--- src/rtl/beep_pattern_gen.sv ---
// Buzzer driver: square tone (programmable period/duty) gated into on/off bursts,
// fixed-count or continuous. Define BEEP_ACTIVE_LOW_EN to invert the beep pin.
module beep_pattern_gen #(
    parameter int DIV_W  = 20,
    parameter int GATE_W = 25,
    parameter int REP_W  = 8
) (
    input  logic              ext_clk_25m,
    input  logic              ext_rst,
    input  logic              start,
    input  logic              stop,
    input  logic [DIV_W-1:0]  period,
    input  logic [7:0]        duty,
    input  logic [GATE_W-1:0] on_time,
    input  logic [GATE_W-1:0] off_time,
    input  logic [REP_W-1:0]  reps,
    output logic              beep,
    output logic              busy,
    output logic              done
);

`ifdef BEEP_ACTIVE_LOW_EN
    localparam logic BEEP_IDLE = 1'b1;
`else
    localparam logic BEEP_IDLE = 1'b0;
`endif

    typedef enum logic [1:0] {S_IDLE, S_LOAD, S_ON, S_OFF} state_t;

    state_t            state, state_next;
    logic [DIV_W-1:0]  period_r, high_cnt, tcnt;
    logic [7:0]        duty_r;
    logic [GATE_W-1:0] on_time_r, off_time_r, gcnt;
    logic [REP_W-1:0]  reps_r, rcnt;
    logic [DIV_W+7:0]  product;
    logic              accept, gate_last_on, gate_last_off, last_burst, burst_end, done_next;

    assign product       = {8'd0, period_r} * {{DIV_W{1'b0}}, duty_r};
    assign accept        = (state == S_IDLE) && start && !stop;
    assign gate_last_on  = (gcnt == on_time_r - GATE_W'(1));
    assign gate_last_off = (gcnt == off_time_r - GATE_W'(1));
    assign last_burst    = (reps_r != '0) && ((rcnt + REP_W'(1)) == reps_r);
    assign burst_end     = ((state == S_ON) && gate_last_on && (off_time_r == '0))
                        || ((state == S_OFF) && gate_last_off);
    assign done_next     = burst_end && last_burst && !stop;

    always_ff @(posedge ext_clk_25m or posedge ext_rst) begin
        if (ext_rst) state <= S_IDLE;
        else         state <= state_next;
    end

    always_comb begin
        // NOTE: default first so every path assigns state_next and no latch is inferred.
        state_next = state;
        case (state)
            S_IDLE: if (accept) state_next = S_LOAD;
            S_LOAD: state_next = S_ON;
            S_ON: begin
                if (gate_last_on) begin
                    if (off_time_r != '0) state_next = S_OFF;
                    else if (last_burst)  state_next = S_IDLE;
                end
            end
            S_OFF: begin
                if (gate_last_off) state_next = last_burst ? S_IDLE : S_ON;
            end
            default: state_next = S_IDLE;
        endcase
        if (stop && (state != S_IDLE)) state_next = S_IDLE;
    end

    always_ff @(posedge ext_clk_25m or posedge ext_rst) begin
        if (ext_rst) begin
            period_r   <= '0;
            duty_r     <= '0;
            on_time_r  <= '0;
            off_time_r <= '0;
            reps_r     <= '0;
            high_cnt   <= '0;
            tcnt       <= '0;
            gcnt       <= '0;
            rcnt       <= '0;
        end else begin
            case (state)
                S_IDLE: begin
                    tcnt <= '0;
                    gcnt <= '0;
                    rcnt <= '0;
                    if (accept) begin
                        period_r   <= (period < DIV_W'(2)) ? DIV_W'(2) : period;
                        duty_r     <= duty;
                        on_time_r  <= (on_time == '0) ? GATE_W'(1) : on_time;
                        off_time_r <= off_time;
                        reps_r     <= reps;
                    end
                end
                S_LOAD: begin
                    high_cnt <= DIV_W'(product >> 8);
                    tcnt     <= '0;
                    gcnt     <= '0;
                    rcnt     <= '0;
                end
                S_ON: begin
                    tcnt <= (tcnt == period_r - DIV_W'(1)) ? '0 : tcnt + DIV_W'(1);
                    gcnt <= gate_last_on ? '0 : gcnt + GATE_W'(1);
                end
                S_OFF: begin
                    gcnt <= gate_last_off ? '0 : gcnt + GATE_W'(1);
                end
                default: ;
            endcase
            // Every burst restarts the tone on a rising edge; rcnt saturates so
            // continuous mode can never wrap into a false completion.
            if (burst_end) begin
                tcnt <= '0;
                rcnt <= (rcnt == '1) ? rcnt : rcnt + REP_W'(1);
            end
        end
    end

    always_ff @(posedge ext_clk_25m or posedge ext_rst) begin
        if (ext_rst) begin
            beep <= BEEP_IDLE;
            busy <= 1'b0;
            done <= 1'b0;
        end else begin
            busy <= (state_next != S_IDLE);
            done <= done_next;
            if ((state == S_ON) && (state_next != S_IDLE))
                beep <= BEEP_IDLE ^ (tcnt < high_cnt);
            else
                beep <= BEEP_IDLE;
        end
    end

endmodule

--- config.mk ---
export PLATFORM = sky130hd
export DESIGN_NAME = beep_pattern_gen
export DESIGN_NICKNAME = d
export VERILOG_FILES = /design/src/rtl/beep_pattern_gen.sv
export SDC_FILE = /design/constraint.sdc
export NUM_CORES = 1
export LEC_CHECK = 0
export CORE_ASPECT_RATIO = 2
export CORE_UTILIZATION = 45
export DETAILED_ROUTE_END_ITERATION = 10
export PLACE_DENSITY = 0.66
export SLEW_MARGIN = 10
export SYNTH_ARGS = -nofsm -noshare
export SYNTH_HDL_FRONTEND = slang
export SYNTH_SLANG_ARGS = --single-unit
--- constraint.sdc ---
create_clock -name ext_clk_25m -period 4.8 [get_ports ext_clk_25m]
set_clock_uncertainty 0.15 [all_clocks]
set_input_delay 0.48 -clock ext_clk_25m [delete_from_list [all_inputs] [get_ports ext_clk_25m]]
set_output_delay 0.48 -clock ext_clk_25m [all_outputs]
set_load 0.03 [all_outputs]
==> impl_metrics.toml <==
[global_route]
grt_antenna_before_repair = 0
grt_pass1_wl_um = 66800
grt_max_degree = 165
gr-total-overflow = 0
grt_pass1_vias = 13300
grt_usage = 0.258

[place]
dp_hpwl_um = 31600
gp_congestion = 0.870
port_buffers = 92

[worst_hold_path]
min_path_cells = 2
min_from = "high_cnt[14]"
min_path_type = "register to register"

[finish]
nNetsFinal = 2050
drive_gt1_frac = 0.207
nFillCells = 2850
synthToLayoutAreaGrowth_pct = 22.4
layout_common_cells = "dfrtp_1, inv_1, nand2_1"
final_common_cell = "dfrtp_1"
num_antenna_cells = 0

[timing]
fin_crit_ns = 4.91
tightest_slew_ns = 0.948
fmax_ghz = 0.204
rsz0062_at_grt = "true"
setup-tns-final_ns = -0.477
hold_violations = 0
min_period_over_period = 1.02
final_max_slew_viol_count = 0
setup_ws_ns = -0.109
timing.slew.headroom = 0.368
finalSetupViolCount = 6

[worst_setup_path]
crit_start = "duty_r[5]"
regToRegEndpoint = "high_cnt[15]"
r2r_cells = 19
crit_arrival_ns = 5.07
critPathMaxFanout = 6
r2r_setup_slack_ns = -0.11
timing.rr.start = "duty_r[5]"
crit_path_end_kind = "register"
crit_end = "high_cnt[15]"
cp_data_required_time_ns = 4.96
worstSetupPathType = "register to register"
start_kind = "register"

[yosys]
ys_seq_area_frac = 0.275
syn_nets = 1897
synth-seq-cells = 164
avgSynthCellArea_um2 = 9.15
yosysUniqueCellTypes = 73
ys.warnings.count = 0
synth-async-reset-ratio = 1.00
synth_edf_count = 0
ys.flop_type = "dfrtp_1"
syn_inst = 1630
syn_area_um2 = 14900

[clock_network]
cts_made_buffers = 17
cts_tree = "done"
clkSinkCount = 164
cts_root_buf = "clkbuf_16"
clock_latency_ns = 0.46
cts_hold_buf = 0
h-tree-depth = 4
clock_path_buffers = 2
clkSlewWorstSetupHoldPaths_ns = 0.07

[drt]
highest_layer = "met4"
drt_iter0_markers = 449
dr_total_vias = 12500
wl_met1_um = 13800
routed_wl_um = 40600
met3_length_um = 976
ant_nets = 0
first_pass_iters = 5
avgViaCountPerCell = 5.61
drc = 0
wl_per_cell_um = 18.2
route.met2.wl_um = 23400

[floorplanning]
coreArea_um2 = 32800
die_h_um = 259
std_cell_rows = 94
io_pins = 93
die_w_um = 131
initial_utilization = 0.455
die_area_um2 = 33900

[outcome]
outcome = "complete, but fails checks"
violations = "negative setup slack"

[run]
max_cap_violations = 0
stage by stage:
stage                     std cells  setup slack, ns  hold slack [ns]  cell area (um2)   util
after CTS                      2220           -0.153            0.336            18000  0.549
after detailed placement       2175           -0.689            0.321            17000  0.517
after global placement         2175           -0.548            0.314            17000  0.517
after global routing           2228           -0.294            0.357            18300  0.557
after floorplan                1630          -0.0113            0.294            15000      -
final                          2228           -0.109            0.334            18300  0.557
worst min path at each step:
stage	end	slack, ns
global route	high_cnt[14]	0.36
global placement	high_cnt[4]	0.31
CTS	high_cnt[14]	0.34
floorplan	high_cnt[0]	0.29
detailed placement	high_cnt[14]	0.32
finish	high_cnt[14]	0.33
what timing repair did:
item | CTS | global route
gates resized for setup | 85 | 52
setup endpoints to repair | 18 | 14
setup buffers | 13 | 8
pin swaps | 74 | 62
Yosys cell counts (21+ instances only):
| cell type | instances | area share |
|---|---|---|
| a21o_1 | 21 | 0.011 |
| a21oi_1 | 28 | 0.0094 |
| a31oi_1 | 44 | 0.018 |
| and2_1 | 117 | 0.049 |
| clkbuf_1 | 81 | 0.020 |
| dfrtp_1 | 164 | 0.28 |
| fa_1 | 107 | 0.14 |
| ha_1 | 70 | 0.059 |
| inv_1 | 164 | 0.041 |
| mux2_2 | 81 | 0.061 |
| nand2_1 | 131 | 0.033 |
| nand3_1 | 42 | 0.014 |
| nand4_1 | 21 | 0.0088 |
| nor2_1 | 90 | 0.023 |
| nor3_1 | 38 | 0.013 |
| nor4_1 | 33 | 0.014 |
| o21ai_0 | 51 | 0.017 |
| xnor2_1 | 82 | 0.048 |
| xor2_1 | 47 | 0.028 |
cells by family after synthesis:
group | share of synthesized area
muxes | 0.0665
and+or+nand+nor | 0.216
DFF | 0.275
AOI/OAI and AO/OA | 0.0976
buffers and inverters | 0.0664
adders and majority gates | 0.203
xor gates and xnor gates | 0.0757
metal layers:
metal,track usage,up-vias
met2,0.491,300
met5,0,-
met4,0.161,0
met1,0.250,6209
li1,-,5850
met3,0.0439,131
cell type report:
type | count | area [um2] | area share
Sequential cell | 164 | 4120 | 0.225
Timing Repair Buffer | 227 | 2080 | 0.114
Inverter | 164 | 619 | 0.0339
Tap cell | 432 | 541 | 0.0296
Clock buffer | 21 | 450 | 0.0247
Multi-Input combinational cell | 1209 | 10300 | 0.564
Clock inverter | 11 | 153 | 0.00836
sequential cells by signal, indices dropped and copies added, names as in the netlist:
register / count
beep: 1
busy: 1
done: 1
duty_r: 8
gcnt: 25
high_cnt: 20
off_time_r: 25
on_time_r: 25
period_r: 20
rcnt: 8
reps_r: 8
state: 2
tcnt: 20
worst max-delay path, cell delays in order (launching register included):
cell and delay [ns]:
dfrtp_2 0.47, buf_6 0.16, buf_6 0.12, and2_4 0.15, fa_2 0.53, fa_2 0.44, fa_1 0.51, inv_2 0.04
fa_1 0.53, inv_1 0.04, ha_2 0.18, a21o_1 0.18, a21o_1 0.17, a21o_1 0.18, a21o_1 0.18, a31oi_4 0.24
buf_4 0.16, buf_6 0.08, xor2_1 0.14, o21ai_0 0.09
Power is not shown: default switching activity piles up to over one toggle a cycle in this logic, so the estimate is an artifact.
